===== config.mk =====
export PLATFORM = sky130hd
export DESIGN_NAME = mips_hazard_ctrl_flat
export DESIGN_NICKNAME = d
export VERILOG_FILES = /design/src/rtl/mips_hazard_ctrl_if.sv /design/src/rtl/mips_hazard_ctrl.sv /design/src/flat_wrapper.sv
export SDC_FILE = /design/constraint.sdc
export NUM_CORES = 1
export LEC_CHECK = 0
export CAP_MARGIN = 5
export CORE_MARGIN = 4
export CORE_UTILIZATION = 50
export DETAILED_ROUTE_END_ITERATION = 16
export PLACE_DENSITY = 0.85
export SLEW_MARGIN = 20
export SYNTH_ARGS = -nofsm -noshare
export SYNTH_HDL_FRONTEND = slang
export SYNTH_SLANG_ARGS = --single-unit

===== constraint.sdc =====
create_clock -name clk_87 -period 5.75 [get_ports clk_87]
set_input_delay 0.575 -clock clk_87 [delete_from_list [all_inputs] [get_ports clk_87]]
set_output_delay 0.575 -clock clk_87 [all_outputs]
set_load 0.05 [all_outputs]

===== src/rtl/mips_hazard_ctrl_if.sv =====
// Hazard-control bundle between the 5-stage MIPS datapath and mips_hazard_ctrl.
//   Datapath -> controller: ID register fields, jump/branch/load indications,
//                           data-memory request/acknowledge.
//   Controller -> datapath: PC enable/select, per-stage enables and flushes,
//                           FSM state, stall counter, timeout error.
// Modport master is the controller side, slave is the datapath side.
interface mips_hazard_ctrl_if #(
    parameter int CNT_W = 16
);
    logic [4:0]       id_rs_87;
    logic [4:0]       id_rt_87;
    logic             id_uses_rt_87;
    logic             id_jump_87;
    logic             ex_mem_read_87;
    logic [4:0]       ex_rt_87;
    logic             ex_branch_taken_87;
    logic             mem_req_87;
    logic             mem_ack_87;

    logic             pc_en_87;
    logic             pc_sel_87;
    logic             if_id_en_87;
    logic             if_id_flush_87;
    logic             id_ex_en_87;
    logic             id_ex_flush_87;
    logic             ex_mem_en_87;
    logic             mem_wb_en_87;
    logic [1:0]       state_87;
    logic [CNT_W-1:0] stall_cnt_87;
    logic             err_87;

    modport master (
        input  id_rs_87, id_rt_87, id_uses_rt_87, id_jump_87,
               ex_mem_read_87, ex_rt_87, ex_branch_taken_87,
               mem_req_87, mem_ack_87,
        output pc_en_87, pc_sel_87, if_id_en_87, if_id_flush_87,
               id_ex_en_87, id_ex_flush_87, ex_mem_en_87, mem_wb_en_87,
               state_87, stall_cnt_87, err_87
    );

    modport slave (
        output id_rs_87, id_rt_87, id_uses_rt_87, id_jump_87,
               ex_mem_read_87, ex_rt_87, ex_branch_taken_87,
               mem_req_87, mem_ack_87,
        input  pc_en_87, pc_sel_87, if_id_en_87, if_id_flush_87,
               id_ex_en_87, id_ex_flush_87, ex_mem_en_87, mem_wb_en_87,
               state_87, stall_cnt_87, err_87
    );
endinterface


===== src/rtl/mips_hazard_ctrl.sv =====
// Pipeline sequencing controller for the 5-stage MIPS datapath.
// Drives PC enable/redirect select and the per-stage register enables and
// flushes from warm-up, load-use, branch/jump and data-memory wait sources.
// Also keeps a saturating count of PC-stall cycles and a sticky
// memory-timeout error flag.
// Ports:
//   clk_87  clock, rising edge
//   rst_87  asynchronous active-low reset
//   hz      hazard-control bundle (controller side, see mips_hazard_ctrl_if)
//
// state    | meaning
// WARM     | post-reset warm-up: pipeline flushed, PC held
// RUN      | normal issue, hazards resolved combinationally
// MEM_WAIT | data memory busy: whole pipeline frozen until ack
module mips_hazard_ctrl #(
    parameter int WARMUP      = 3,
    parameter int MEM_TIMEOUT = 64,
    parameter int CNT_W       = 16
) (
    input  logic                  clk_87,
    input  logic                  rst_87,
    mips_hazard_ctrl_if.master    hz
);
    localparam int WARM_W = (WARMUP > 1) ? $clog2(WARMUP + 1) : 1;
    localparam int WAIT_W = $clog2(MEM_TIMEOUT + 1);

    typedef enum logic [1:0] {
        WARM     = 2'd0,
        RUN      = 2'd1,
        MEM_WAIT = 2'd2
    } state_t;

    state_t             state, state_nxt;
    logic [WARM_W-1:0]  warm_cnt;
    logic [WAIT_W-1:0]  wait_cnt, wait_nxt;
    logic [CNT_W-1:0]   stall_cnt;
    logic               err, err_nxt;
    logic               load_use;

    // Register 0 is hardwired, so a load targeting it never creates a hazard.
    assign load_use = hz.ex_mem_read_87 && (hz.ex_rt_87 != 5'd0) &&
                      ((hz.ex_rt_87 == hz.id_rs_87) ||
                       (hz.id_uses_rt_87 && (hz.ex_rt_87 == hz.id_rt_87)));

    always_ff @(posedge clk_87 or negedge rst_87) begin
        if (!rst_87) begin
            state     <= WARM;
            warm_cnt  <= '0;
            wait_cnt  <= '0;
            stall_cnt <= '0;
            err       <= 1'b0;
        end else begin
            state    <= state_nxt;
            wait_cnt <= wait_nxt;
            err      <= err_nxt;
            if (state == WARM)
                warm_cnt <= warm_cnt + WARM_W'(1);
            if (!hz.pc_en_87 && (stall_cnt != {CNT_W{1'b1}}))
                stall_cnt <= stall_cnt + CNT_W'(1);
        end
    end

    always_comb begin
        state_nxt         = state;
        wait_nxt          = wait_cnt;
        hz.pc_en_87       = 1'b0;
        hz.pc_sel_87      = 1'b0;
        hz.if_id_en_87    = 1'b0;
        hz.if_id_flush_87 = 1'b0;
        hz.id_ex_en_87    = 1'b0;
        hz.id_ex_flush_87 = 1'b0;
        hz.ex_mem_en_87   = 1'b0;
        hz.mem_wb_en_87   = 1'b0;
        case (state)
            WARM: begin
                hz.if_id_flush_87 = 1'b1;
                hz.id_ex_flush_87 = 1'b1;
                if (warm_cnt == WARM_W'(WARMUP - 1))
                    state_nxt = RUN;
            end
            RUN: begin
                if (hz.mem_req_87 && !hz.mem_ack_87) begin
                    state_nxt = MEM_WAIT;
                    wait_nxt  = WAIT_W'(1);
                end else if (hz.ex_branch_taken_87) begin
                    // Squashes IF and ID, which also cancels any load-use stall.
                    hz.pc_en_87       = 1'b1;
                    hz.pc_sel_87      = 1'b1;
                    hz.if_id_en_87    = 1'b1;
                    hz.if_id_flush_87 = 1'b1;
                    hz.id_ex_en_87    = 1'b1;
                    hz.id_ex_flush_87 = 1'b1;
                    hz.ex_mem_en_87   = 1'b1;
                    hz.mem_wb_en_87   = 1'b1;
                end else if (load_use) begin
                    // Hold PC and IF/ID, insert a bubble into EX; a jump waits
                    // one cycle and is taken once the load has moved to MEM.
                    hz.id_ex_en_87    = 1'b1;
                    hz.id_ex_flush_87 = 1'b1;
                    hz.ex_mem_en_87   = 1'b1;
                    hz.mem_wb_en_87   = 1'b1;
                end else if (hz.id_jump_87) begin
                    hz.pc_en_87       = 1'b1;
                    hz.pc_sel_87      = 1'b1;
                    hz.if_id_en_87    = 1'b1;
                    hz.if_id_flush_87 = 1'b1;
                    hz.id_ex_en_87    = 1'b1;
                    hz.ex_mem_en_87   = 1'b1;
                    hz.mem_wb_en_87   = 1'b1;
                end else begin
                    hz.pc_en_87       = 1'b1;
                    hz.if_id_en_87    = 1'b1;
                    hz.id_ex_en_87    = 1'b1;
                    hz.ex_mem_en_87   = 1'b1;
                    hz.mem_wb_en_87   = 1'b1;
                end
            end
            MEM_WAIT: begin
                if (hz.mem_ack_87) begin
                    hz.pc_en_87     = 1'b1;
                    hz.if_id_en_87  = 1'b1;
                    hz.id_ex_en_87  = 1'b1;
                    hz.ex_mem_en_87 = 1'b1;
                    hz.mem_wb_en_87 = 1'b1;
                    state_nxt       = RUN;
                    wait_nxt        = '0;
                end else if (wait_cnt != WAIT_W'(MEM_TIMEOUT)) begin
                    wait_nxt = wait_cnt + WAIT_W'(1);
                end
            end
            default: state_nxt = WARM;
        endcase
        err_nxt = err || ((state_nxt == MEM_WAIT) && (wait_nxt == WAIT_W'(MEM_TIMEOUT)));
    end

    assign hz.state_87     = state;
    assign hz.stall_cnt_87 = stall_cnt;
    assign hz.err_87       = err;
endmodule


===== src/flat_wrapper.sv =====
// flat-port wrapper written by rule: the top's interface ports become plain ports
module mips_hazard_ctrl_flat 
#(
    parameter int WARMUP      = 3,
    parameter int MEM_TIMEOUT = 64,
    parameter int CNT_W       = 16
)
  (clk_87, rst_87, hz_id_rs_87, hz_id_rt_87, hz_id_uses_rt_87, hz_id_jump_87, hz_ex_mem_read_87, hz_ex_rt_87, hz_ex_branch_taken_87, hz_mem_req_87, hz_mem_ack_87, hz_pc_en_87, hz_pc_sel_87, hz_if_id_en_87, hz_if_id_flush_87, hz_id_ex_en_87, hz_id_ex_flush_87, hz_ex_mem_en_87, hz_mem_wb_en_87, hz_state_87, hz_stall_cnt_87, hz_err_87);
  mips_hazard_ctrl_if #(.CNT_W(CNT_W)) hz_i ();
  input  logic clk_87;
  input  logic rst_87;
  input wire logic [$bits(hz_i.id_rs_87)-1:0] hz_id_rs_87;
  input wire logic [$bits(hz_i.id_rt_87)-1:0] hz_id_rt_87;
  input wire logic [$bits(hz_i.id_uses_rt_87)-1:0] hz_id_uses_rt_87;
  input wire logic [$bits(hz_i.id_jump_87)-1:0] hz_id_jump_87;
  input wire logic [$bits(hz_i.ex_mem_read_87)-1:0] hz_ex_mem_read_87;
  input wire logic [$bits(hz_i.ex_rt_87)-1:0] hz_ex_rt_87;
  input wire logic [$bits(hz_i.ex_branch_taken_87)-1:0] hz_ex_branch_taken_87;
  input wire logic [$bits(hz_i.mem_req_87)-1:0] hz_mem_req_87;
  input wire logic [$bits(hz_i.mem_ack_87)-1:0] hz_mem_ack_87;
  output wire logic [$bits(hz_i.pc_en_87)-1:0] hz_pc_en_87;
  output wire logic [$bits(hz_i.pc_sel_87)-1:0] hz_pc_sel_87;
  output wire logic [$bits(hz_i.if_id_en_87)-1:0] hz_if_id_en_87;
  output wire logic [$bits(hz_i.if_id_flush_87)-1:0] hz_if_id_flush_87;
  output wire logic [$bits(hz_i.id_ex_en_87)-1:0] hz_id_ex_en_87;
  output wire logic [$bits(hz_i.id_ex_flush_87)-1:0] hz_id_ex_flush_87;
  output wire logic [$bits(hz_i.ex_mem_en_87)-1:0] hz_ex_mem_en_87;
  output wire logic [$bits(hz_i.mem_wb_en_87)-1:0] hz_mem_wb_en_87;
  output wire logic [$bits(hz_i.state_87)-1:0] hz_state_87;
  output wire logic [$bits(hz_i.stall_cnt_87)-1:0] hz_stall_cnt_87;
  output wire logic [$bits(hz_i.err_87)-1:0] hz_err_87;
  assign hz_i.id_rs_87 = hz_id_rs_87;
  assign hz_i.id_rt_87 = hz_id_rt_87;
  assign hz_i.id_uses_rt_87 = hz_id_uses_rt_87;
  assign hz_i.id_jump_87 = hz_id_jump_87;
  assign hz_i.ex_mem_read_87 = hz_ex_mem_read_87;
  assign hz_i.ex_rt_87 = hz_ex_rt_87;
  assign hz_i.ex_branch_taken_87 = hz_ex_branch_taken_87;
  assign hz_i.mem_req_87 = hz_mem_req_87;
  assign hz_i.mem_ack_87 = hz_mem_ack_87;
  assign hz_pc_en_87 = hz_i.pc_en_87;
  assign hz_pc_sel_87 = hz_i.pc_sel_87;
  assign hz_if_id_en_87 = hz_i.if_id_en_87;
  assign hz_if_id_flush_87 = hz_i.if_id_flush_87;
  assign hz_id_ex_en_87 = hz_i.id_ex_en_87;
  assign hz_id_ex_flush_87 = hz_i.id_ex_flush_87;
  assign hz_ex_mem_en_87 = hz_i.ex_mem_en_87;
  assign hz_mem_wb_en_87 = hz_i.mem_wb_en_87;
  assign hz_state_87 = hz_i.state_87;
  assign hz_stall_cnt_87 = hz_i.stall_cnt_87;
  assign hz_err_87 = hz_i.err_87;
  mips_hazard_ctrl #(.WARMUP(WARMUP), .MEM_TIMEOUT(MEM_TIMEOUT), .CNT_W(CNT_W)) u_core (.clk_87(clk_87), .rst_87(rst_87), .hz(hz_i));
endmodule

==> results of run 1 <==
## worst max path at each step
stage,cells after the start,to
final,7,hz_if_id_en_87
after global routing,7,hz_if_id_flush_87
after CTS,7,hz_if_id_flush_87
after detailed placement,7,hz_if_id_flush_87
after global placement,7,hz_if_id_flush_87
after floorplan,5,hz_if_id_flush_87
## per-layer routing
layer	vias to the layer above	wire, µm	GRT usage (%)
met3	2	141	3.71
li1	735	-	-
met5	-	0	0
met1	696	1580	23.3
met4	0	21	2.03
met2	33	2010	30.6
## layout make-up
type                       count  area [µm²]
tap                           46        57.6
sequential                    28         701
clock inverter                 1        30.0
multi-input combinational    137         955
timing repair buffer          50         498
fill                         270        1040
inverter                      10        37.5
clock buffer                   3        22.5
## synth_stat cells, types with 2 or more instances
cell,n,area share (%)
a21o_1,2,0.87
a21oi_1,7,2.0
and2_1,2,0.72
and3_1,9,3.3
buf_4,3,1.3
dfrtp_1,28,40
ha_1,8,5.8
inv_1,9,2.0
nand2_1,10,2.2
nand2b_1,2,0.72
nand3_1,16,4.6
nand3b_1,2,0.87
nand4_1,4,1.4
nor2_1,7,1.5
nor2b_1,4,1.4
o21ai_0,12,3.5
o21ai_1,3,0.87
xnor2_1,16,8.1
xor2_1,13,6.6
## worst register-to-register path: cells and delay by family, from the launching register on
family	cells	cell delay (ns)
simple gates	4	1.08
fa+ha+maj	1	0.14
compound gates	2	0.36
buf+inv	1	0.09
flops	1	0.49
## logic make-up (layout without fill, tap and decap cells)
family,after synthesis,count (layout)
AOI/OAI and AO/OA,32,32
xor gates and xnor gates,29,29
adders and majority gates,8,8
buffers and inverters,15,64
DFF,28,28
muxes,2,2
and+or+nand+nor,66,66
## report_power, final
group / total, mW / leakage (nW) / internal (mW) / switching, mW
Combinational: 0.577 / 0.581 / 0.213 / 0.364
Clock: 0.126 / 0.0279 / 0.0705 / 0.0552
Sequential: 0.293 / 0.364 / 0.241 / 0.0512
Total: 0.996 / 0.973 / 0.525 / 0.471
## through the flow
step / worst slack (ns) / utilization (%)
2_1_floorplan: 1.94 / -
3_3_place_gp: 2.00 / 67.4
3_5_place_dp: 1.97 / 67.4
4_1_cts: 1.96 / 69.0
5_1_grt: 1.81 / 69.0
6_report: 1.99 / 69.0
## flip-flops by register name, indices dropped and copies added, names as in the netlist
name / count
u_core.hz.stall_cnt_87: 16
u_core.hz.err_87: 1
u_core.wait_cnt: 7
u_core.hz.state_87: 2
u_core.warm_cnt: 2
==> results.md, run 1 <==
- The run finished with clean final reports.
- Counting instances, the worst hold path has a depth of 1.
- The maximum clock path buffer count is 2.
- Setup repair after global routing left no endpoint under its margin.
- The capturing element type of the critical path is a primary output.
- The number of ports placed on the die boundary is 50.
- The initial utilization of the core area, before any placement, comes to 51.9%.
- The total wire length is 3.76 mm.
- CTS built an H-tree with a depth of 1.
- Routability-driven placement finished with a final weighted congestion of 0.807.
- For this run, the register share of the synthesized area comes to 40.5%.
- The synthesized netlist devotes 21.1% of its cell area to simple gates.
- In the synthesized netlist, mux cells make up 1.23% of the area.
- The setup path with the least slack is of type primary input to primary output.
- The worst hold margin is 0.478 ns.
- The filler-free cell count of the finished design is 275.
- The final worst clock skew is 0.0154 ns.
- The final routed DRC violation total is 0.
- The worst min-delay path endpoint is u_core.warm_cnt[0]$_DFFE_PN0P_.
- For this design the ratio of total power to cell area is 433 mW/mm².
- The wire-length estimate of the detail-placed layout is 2.86 mm.
- After synthesis the cells add up to 0.00173 mm².
- Clock-pin slew was measured on the worst setup and hold paths at 0.13 ns.
- The number of antenna diodes in the final layout is 0.
- The post-synthesis adder-cell area fraction is 5.78%.
- In this run the tightest slew margin relative to its limit is 52.9%.
- Row generation in the floorplan step produced 21 rows.
- Among all stages on the critical path, the largest delay is contributed by clkdlybuf4s50_1.
- The critical path data arrival time is 3.19 ns.
- Grouping stages by cell kind, the critical path spends the most delay in buffers and inverters.
- The routed length per placed instance is 13.7 µm.
- The unique cell type count in the Yosys netlist is 42.
- The largest family of logic cells by synthesized area is simple AND/OR/NAND/NOR gates.
- The required arrival time at the worst endpoint is 5.18 ns.
- The total congestion overflow is 0.
- The initial antenna violation count came to 0.
- The first global-routing pass estimated 6.17 mm of wire.
- The first detailed-routing pass ran for 4 iterations.
- In this run the worst setup path begins at hz_ex_rt_87[3].
- TritonCTS built the clock tree.
- The die extent in x is 66.8 µm.
- The total die area is 0.00447 mm².
- The post-CTS setup-driven buffer insertion count is 0.
- The setup total negative slack is 0 ns.
- For this run, asynchronously set or reset flops after synthesis account for 100%.
- The net count of the finished layout is 261.
- The area inside the core boundary is 0.00334 mm².
- The cell count after placement is 271.
- The number of buffers added by the clock tree synthesis step is 3.
- The final critical path takes up 65.5% of the cycle.
- The fmax is 266 MHz.
- Together, buffers and inverters on the worst path number 3.
- Leaving out fill and tap cells, the most frequent cells in the layout are clkdlybuf4s50_1 (49), dfrtp_1 (28), nand3_1 (16), xnor2_1 (16), xor2_1 (13).
- The share of the synthesized area in compound gates (AO/OA/AOI/OAI) is 12.4%.
- The count of buffers added on input and output ports is 49.
- Summed over all cells, the static leakage comes to 0.973 nW.
- The post-cts sizing count is 0.
- Setup violations remaining at the end of the flow were counted as 0.
- The via count of the first global-routing pass is 1334.
- IR analysis of the VDD net gives a maximum drop of 0.431 mV.
- Synthesis inferred 28 register bits.
- The tightest min-delay check is of the flop to flop type.
- The number of hold buffers added after CTS was 0.
- The worst setup path is launched from a primary input.
- In the routed layout, each cell is associated on average with a via count of 5.33.
- The total clock sinks is 28.
- The number of failing hold endpoints at the final stage is 0.
- During synthesis, Yosys emitted a total of 0 warnings.
- The routed layout has 1466 vias.
- The most numerous cell type found on the critical path is clkdlybuf4s50_1.
- Clock tree synthesis selected as its root buffer the cell clkbuf_4.
- In this design, the stage delay of the slowest critical-path cell is 0.72 ns.
- The detail route stage leaves a number of antenna-violating nets equal to 0.
- The endpoint identified for the worst register-to-register timing path is u_core.hz.err_87$_DFF_PN0_.
- For flop-to-flop paths, the worst setup slack is 3.49 ns.
- In this run the vertical extent of the chip is 66.8 µm.
- The clock period minus worst slack is 3.76 ns.
- After Yosys synthesis, XOR and XNOR cells account for 14.7% of the synthesized area.
- The synthesized net count is 211.
- Of all nets on the critical path, the largest fanout is 16.
- The number of cells on the worst reg-to-reg path is 8.
- The synthesized design contains 0 enable-type register cells.
- The transition time of the tightest slew-check pin is 0.706 ns.
- The most used flip-flop cell after synthesis is dfrtp_1.
- The max capacitance violation total is 0.
- Synthesis produced a netlist whose cell count is 180.
- The signal on the critical path passes through clkdlybuf4s50_1 -> xor2_1 -> nor4_1 -> a32oi_1 -> o31ai_4 -> inv_2 -> clkdlybuf4s50_1.
- The global-route total usage across every layer is 17.7%.
- Entering global routing, the biggest net connects 29 pins.
- The worst register-to-register path begins at u_core.wait_cnt[0]$_DFF_PN0_.
- Leaving out fill and tap cells, the most frequent cell in the layout is clkdlybuf4s50_1.
- Summing internal, switching and leakage power gives 0.996 mW.
- The violation count after the first detailed-routing iteration is 88.
- The final count of pins violating max slew came to 0.
- Clock latency on the worst-skew pair, taken at its later pin, is 0.33 ns.
- Averaged over all synthesized cells, the footprint is 9.61 µm².
- The finished cells cover 0.00230 mm².
- The worst hold path begins at u_core.warm_cnt[0]$_DFFE_PN0P_.
- The post-placement cell area is 0.00225 mm².
- The synthesis-to-layout area growth is 33.0%.
- Cells with a size suffix above 1 make up 3.93% of the layout.
Power figures use the tool's default switching activity.
==> run 2: changes to the inputs <==
--- a/config.mk
+++ b/config.mk
@@ -7,9 +7,9 @@
 export LEC_CHECK = 0
 export CAP_MARGIN = 5
 export CORE_MARGIN = 4
-export CORE_UTILIZATION = 50
+export CORE_UTILIZATION = 47
 export DETAILED_ROUTE_END_ITERATION = 16
-export PLACE_DENSITY = 0.85
+export PLACE_DENSITY = 0.8
 export SLEW_MARGIN = 20
 export SYNTH_ARGS = -nofsm -noshare
 export SYNTH_HDL_FRONTEND = slang
==> constraint.sdc (replaced) <==
create_clock -name clk_87 -period 3.6 [get_ports clk_87]
set_input_delay 0.36 -clock clk_87 [delete_from_list [all_inputs] [get_ports clk_87]]
set_output_delay 0.36 -clock clk_87 [all_outputs]
set_load 0.05 [all_outputs]
==> results.md, run 2 (synthesis gave the netlist of run 1 again) <==
- After the last flow step, the layout net total stands at 262.
- The worst ir drop on vdd is 0.528 mV.
- The die extent in x is 68.7 µm.
- The total die area is 0.00472 mm².
- The max capacitance violation total is 0.
- Hold repair after CTS inserted 0 buffers.
- The repair_antennas step left the layout with diodes totalling 0.
- Setup repair after global routing left no endpoint under its margin.
- The switching power as a share of total power is 46.3%.
- The cell family contributing the most delay on the critical path is buffers and inverters.
- The clock network fraction of total power is 15.0%.
- The leakage power figure is 0.988 nW.
- The flow ran to the end, and the final reports show no timing, DRC or antenna violations.
- The setup total negative slack is 0 ns.
- The post-CTS setup-driven buffer insertion count is 0.
- After clock tree synthesis, the clock-pin slew on the worst setup and hold paths is 0.10 ns.
- In this run the worst path has a maximum fanout of 3.
- The post-cts sizing count is 0.
- The starting utilization of the core area is 50.3%.
- The maximum clock path buffer count is 2.
- The buffering stage count on the worst path with inverters included is 2.
- Dividing the detail-routed wire length by the instance count gives 13.7 µm.
- At the worst endpoint, the required time is 3.24 ns.
- The slowest stage of the critical path belongs to the cell clkdlybuf4s50_1.
- The count of buffers added on input and output ports is 49.
- The total wire length is 3.78 mm.
- In the layout the commonest cells are clkdlybuf4s50_1 (47), dfrtp_1 (28), nand3_1 (16), xnor2_1 (16), xor2_1 (13).
- The count of endpoints failing setup in the final report is 0.
- Clock tree synthesis inserted a total of 3 buffers.
- The fmax is 329 MHz.
- The length of the first detailed-routing pass in iterations is 4.
- For this design the top-level I/O count stands at 50.
- In this run, the combinational gates consume 56.4% of the power.
- The critical path launch point type is a primary input.
- The total clock sinks is 28.
- The die is 68.7 µm tall.
- The capturing element type of the critical path is a primary output.
- The signal on the critical path passes through clkdlybuf4s50_1 -> or4_1 -> o21ai_1 -> o21ai_0 -> a21o_1 -> clkdlybuf4s50_1.
- The final count of pins violating max slew is 0.
- The sequential power share is 28.7%.
- For the worst setup path, the data arrival time is 2.68 ns.
- The first-pass GRT wire length is 6.37 mm.
- The path category of the worst min-delay check is primary input to asynchronous set/reset pin.
- The layout has 297 filler cells.
- The final worst clock skew is 0.0100 ns.
- Measured in cells, the most critical reg-to-reg path has a length of 8.
- On the worst path, the slowest cell contributes a delay of 0.69 ns.
- The remaining number of nets flagged by the antenna check after routing is 0.
- The area growth from synthesis to layout is 34.2%.
- The number of failing hold endpoints at the final stage is 0.
- The via count of the first global-routing pass is 1476.
- The cell depth of the worst setup path is 6.
- The TritonCTS clock tree is built.
- Dividing the final minimum period by the clock period gives 84.5%.
- The internal power is 0.876 mW.
- In the final layout, the share of cells above drive strength 1 is 5.22%.
- The switching power is 0.756 mW.
- The average vias per placed instance is 5.27.
- Dividing total power by cell area gives a power density of 703 mW/mm².
- The via count is 1455.
- The register with the most flip-flops in the layout has 16 of them.
- The global-route total usage across every layer is 17.8%.
- The transition time of the tightest slew-check pin is 0.583 ns.
- Routability-driven placement finished with a final weighted congestion of 0.821.
- The classification of the worst setup path is primary input to primary output.
- In this run the clock root is driven by a clkbuf_8.
- In this run the number of H-tree levels came out at 1.
- The clock period minus worst slack is 3.04 ns.
- For this run the aggregate overflow at the end of global routing stands at 0.
- Counting stages on the worst path, the most repeated cell is clkdlybuf4s50_1.
- In this run, the number of DRC markers left after iteration 0 of detailed routing was 100.
- The initial antenna violation count came to 0.
- The relative max-transition margin is 61.0%.
- The most frequent standard cell in the layout excluding fill and tap cells is clkdlybuf4s50_1.
- The pin count of the biggest net entering global routing is 29.
- The setup slack after placement is 0.550 ns.
- The HPWL reported at the end of detailed placement is 2.98 mm.
- The clock insertion delay at the later pin of the skew report is 0.28 ns.
- In this run the core area contains 21 standard-cell rows.
- The area inside the core boundary is 0.00344 mm².
- Setup slack closes at 0.559 ns.
- For this run, design rule violations remaining after detail routing come to 0.
-- run 2: cell count changes in the layout (fill, tap and decap cells not counted), sizes merged --
cell / change
clkdlybuf4s50: -2
buf: +3
-- run 2: per-layer routing --
metal  track usage (%)  vias up  share of wire [%]
li1                  -      732                  -
met1              20.9      689                 42
met2              32.3       30                 53
met3              3.89        4                3.5
met4              5.21        0                1.4
met5                 0        -                  0
-- run 2: area by class of cell --
class | count | area [µm²] | area share, %
Timing Repair Buffer | 51 | 500 | 21.6
Tap cell | 46 | 57.6 | 2.48
Clock buffer | 3 | 41.3 | 1.78
Multi-Input combinational cell | 137 | 955 | 41.1
Clock inverter | 1 | 30.0 | 1.29
Inverter | 10 | 37.5 | 1.62
Sequential cell | 28 | 701 | 30.2
-- run 2: final timing paths --
check	to	slack, ns	from
min	u_core.wait_cnt[3]$_DFF_PN0_	0.45	rst_87
max in group asynchronous	u_core.hz.stall_cnt_87[3]$_DFFE_PN0P_	2.88	rst_87
min in group clk_87	u_core.warm_cnt[0]$_DFFE_PN0P_	0.47	u_core.warm_cnt[0]$_DFFE_PN0P_
max reg2reg	u_core.hz.err_87$_DFF_PN0_	1.37	u_core.wait_cnt[0]$_DFF_PN0_
max	hz_id_ex_flush_87	0.56	hz_ex_rt_87[3]
min reg2reg	u_core.warm_cnt[0]$_DFFE_PN0P_	0.47	u_core.warm_cnt[0]$_DFFE_PN0P_
-- run 2: power groups by stage --
| stage | clock [mW] | combinational [mW] | sequential, mW |
|---|---|---|---|
| after floorplan | 0 | 0.499 | 0.629 |
| after global placement | 0 | 0.917 | 0.473 |
| after detailed placement | 0 | 0.924 | 0.475 |
| after CTS | 0.250 | 0.928 | 0.469 |
| after global routing | 0.267 | 0.997 | 0.486 |
| final | 0.244 | 0.920 | 0.468 |
-- run 2: metrics by stage --
stage                     power, mW  instances  util, %  hold WS [ns]  area [µm²]
after floorplan                1.13        180        -        0.0644        1730
after global placement         1.39        272     65.4         0.453        2250
after detailed placement       1.40        272     65.4         0.453        2250
after CTS                      1.65        276     67.5         0.464        2320
after global routing           1.75        276     67.5         0.483        2320
final                          1.63        276     67.5         0.455        2320
==> run 3: changes to the inputs <==
==> constraint.sdc (replaced) <==
create_clock -name clk_87 -period 3 [get_ports clk_87]
set_input_delay 0.3 -clock clk_87 [delete_from_list [all_inputs] [get_ports clk_87]]
set_output_delay 0.3 -clock clk_87 [all_outputs]
set_load 0.05 [all_outputs]
==> results.md, run 3 (synthesis gave the netlist of run 1 again) <==
- In this run the worst path has a maximum fanout of 6.
- The setup total negative slack is 0 ns.
- The via count of the first global-routing pass is 1444.
- The remaining number of nets flagged by the antenna check after routing is 0.
- The die is 68.7 µm tall.
- The total congestion overflow is 0.
- The total clock sinks is 28.
- The capturing element type of the critical path is a primary output.
- The length of the first detailed-routing pass in iterations is 4.
- The number of buffers added by the clock tree synthesis step is 3.
- Across the routed clock network, the largest skew measured is 0.00811 ns.
- In this run the core area contains 21 standard-cell rows.
- Of the available clock period, the critical path in the final layout requires 90.3%.
- The flow ran to the end, and the final reports show no timing, DRC or antenna violations.
- The maximum clock path buffer count is 2.
- The required arrival time at the worst endpoint is 2.70 ns.
- The critical path data arrival time is 2.41 ns.
- Setup repair after global routing left no endpoint under its margin.
- Max-cap violations in this run came to 0.
- The worst setup path is launched from a flop.
- The TritonCTS clock tree is built.
- The clock-pin transition on the worst setup and hold timing paths is 0.09 ns.
- The cell sitting at the root of the clock tree is a clkbuf_8.
- Relative to the synthesized area, the layout overhead comes to 36.4%.
- The total inserted antenna cells is 0.
- The floorplan step defined a core boundary enclosing 0.00344 mm².
- The average vias per placed instance is 5.37.
- Of the cells placed in the final design, the portion with a size suffix greater than 1 is 7.76%.
- The initial utilization of the core area, before any placement, comes to 50.3%.
- The initial antenna violation count is 0.
- The final count of pins violating max slew is 0.
- Routability-driven placement finished with a final weighted congestion of 0.751.
- The classification of the worst setup path is flop to primary output.
- In this run the number of H-tree levels came out at 1.
- At the pin with the least slew margin, the transition time is 0.524 ns.
- Once detailed placement completed, the half-perimeter wirelength came to 3.08 mm.
- Setup violations remaining at the end of the flow were counted as 0.
- The post-CTS setup-driven buffer insertion count is 0.
- The routed length per placed instance is 13.6 µm.
- In the post-route analysis, the smallest setup slack over all paths is 0.290 ns.
- The final layout contains routed wiring with a total length of 3.79 mm.
- The register with the most flip-flops in the layout has 16 of them.
- The first-pass GRT wire length is 6.31 mm.
- The min-delay analysis places its worst path in the category primary input to asynchronous set/reset pin.
- The most frequent standard cell in the layout excluding fill and tap cells is clkdlybuf4s50_1.
- The setup slack after placement is 0.306 ns.
- The layout has 269 filler cells.
- The number of ports placed on the die boundary is 50.
- The fmax is 369 MHz.
- In the layout the commonest cells are clkdlybuf4s50_1 (44), dfrtp_1 (28), nand3_1 (16), xnor2_1 (16), xor2_1 (13).
- The final core utilization is 68.6%.
- In this run the tool buffered the top-level ports with 49 buffer cells.
- The total die area is 0.00472 mm².
- In the routed design, unresolved DRC markers number 0.
- The number of nets in the layout is 264.
- The relative max-transition margin is 65.0%.
- The global-route total usage across every layer is 17.6%.
- The die extent in x is 68.7 µm.
- After clock tree synthesis, the flow added hold-fix buffers numbering 0.
- The clock period minus worst slack is 2.71 ns.
- Entering global routing, the biggest net connects 29 pins.
- The worst ir drop on vdd is 0.578 mV.
- The via count is 1492.
- For this design the ratio of total power to cell area is 844 mW/mm².
- The leakage power figure is 1.01 nW.
- The number of gates resized after CTS was 0.
- The violation count after the first detailed-routing iteration is 123.
- Total power for the finished layout comes to 1.99 mW.
- The number of failing hold endpoints at the final stage is 0.
- Clock latency on the worst-skew pair, taken at its later pin, is 0.27 ns.
==> run 3: changes by cell type in the layout (fill, tap and decap cells not counted), sizes merged <==
cell / change
buf: +5
clkdlybuf4s50: -3
==> run 3: worst paths after layout <==
| path | from | endpoint | slack (ns) | cells past startpoint |
|---|---|---|---|---|
| worst max-delay path | u_core.hz.state_87[1]$_DFF_PN0_ | hz_ex_mem_en_87 | 0.29 | 6 |
| worst min-delay path | rst_87 | u_core.hz.stall_cnt_87[15]$_DFFE_PN0P_ | 0.39 | 2 |
| worst max register to register | u_core.wait_cnt[0]$_DFF_PN0_ | u_core.hz.err_87$_DFF_PN0_ | 0.77 | 8 |
| worst min register to register | u_core.warm_cnt[0]$_DFFE_PN0P_ | u_core.warm_cnt[0]$_DFFE_PN0P_ | 0.47 | 1 |
| max in group asynchronous | rst_87 | u_core.hz.stall_cnt_87[5]$_DFFE_PN0P_ | 2.35 | 2 |
| min in group clk_87 | u_core.warm_cnt[0]$_DFFE_PN0P_ | u_core.warm_cnt[0]$_DFFE_PN0P_ | 0.47 | 1 |
==> run 3: area by class of cell <==
class / instances / area [µm²] / share of cell area [%]
multi-input combinational: 137 / 960 / 40.7
sequential: 28 / 701 / 29.7
timing repair buffer: 53 / 533 / 22.6
tap: 46 / 57.6 / 2.44
clock buffer: 3 / 41.3 / 1.75
inverter: 10 / 37.5 / 1.59
clock inverter: 1 / 30.0 / 1.27
==> run 3: through the flow <==
stage / hold slack [ns] / instance area (µm²) / cells
after global routing: 0.418 / 2360 / 278
after floorplan: 0.00441 / 1740 / 180
after CTS: 0.398 / 2360 / 278
after detailed placement: 0.462 / 2290 / 274
after global placement: 0.454 / 2290 / 274
final: 0.391 / 2360 / 278
==> run 3: critical path: stages (launching register included) <==
cell	delay (ns)
dfrtp_1	0.45
inv_1	0.11
ha_1	0.20
inv_1	0.13
o21ai_0	0.16
and2_1	0.24
clkdlybuf4s50_1	0.85
==> run 3: report_power, final <==
group / internal, mW / switching [mW]
clock network: 0.178 / 0.108
logic: 0.435 / 0.708
registers: 0.463 / 0.0989
total: 1.08 / 0.915
==> run 3: metal layers <==
layer / global-route usage (%) / vias to the layer above / wire, µm
met2: 31.6 / 31 / 2070
li1: - / 734 / -
met1: 21.9 / 723 / 1570
met5: 0 / - / 0
met3: 2.76 / 4 / 102
met4: 3.97 / 0 / 46
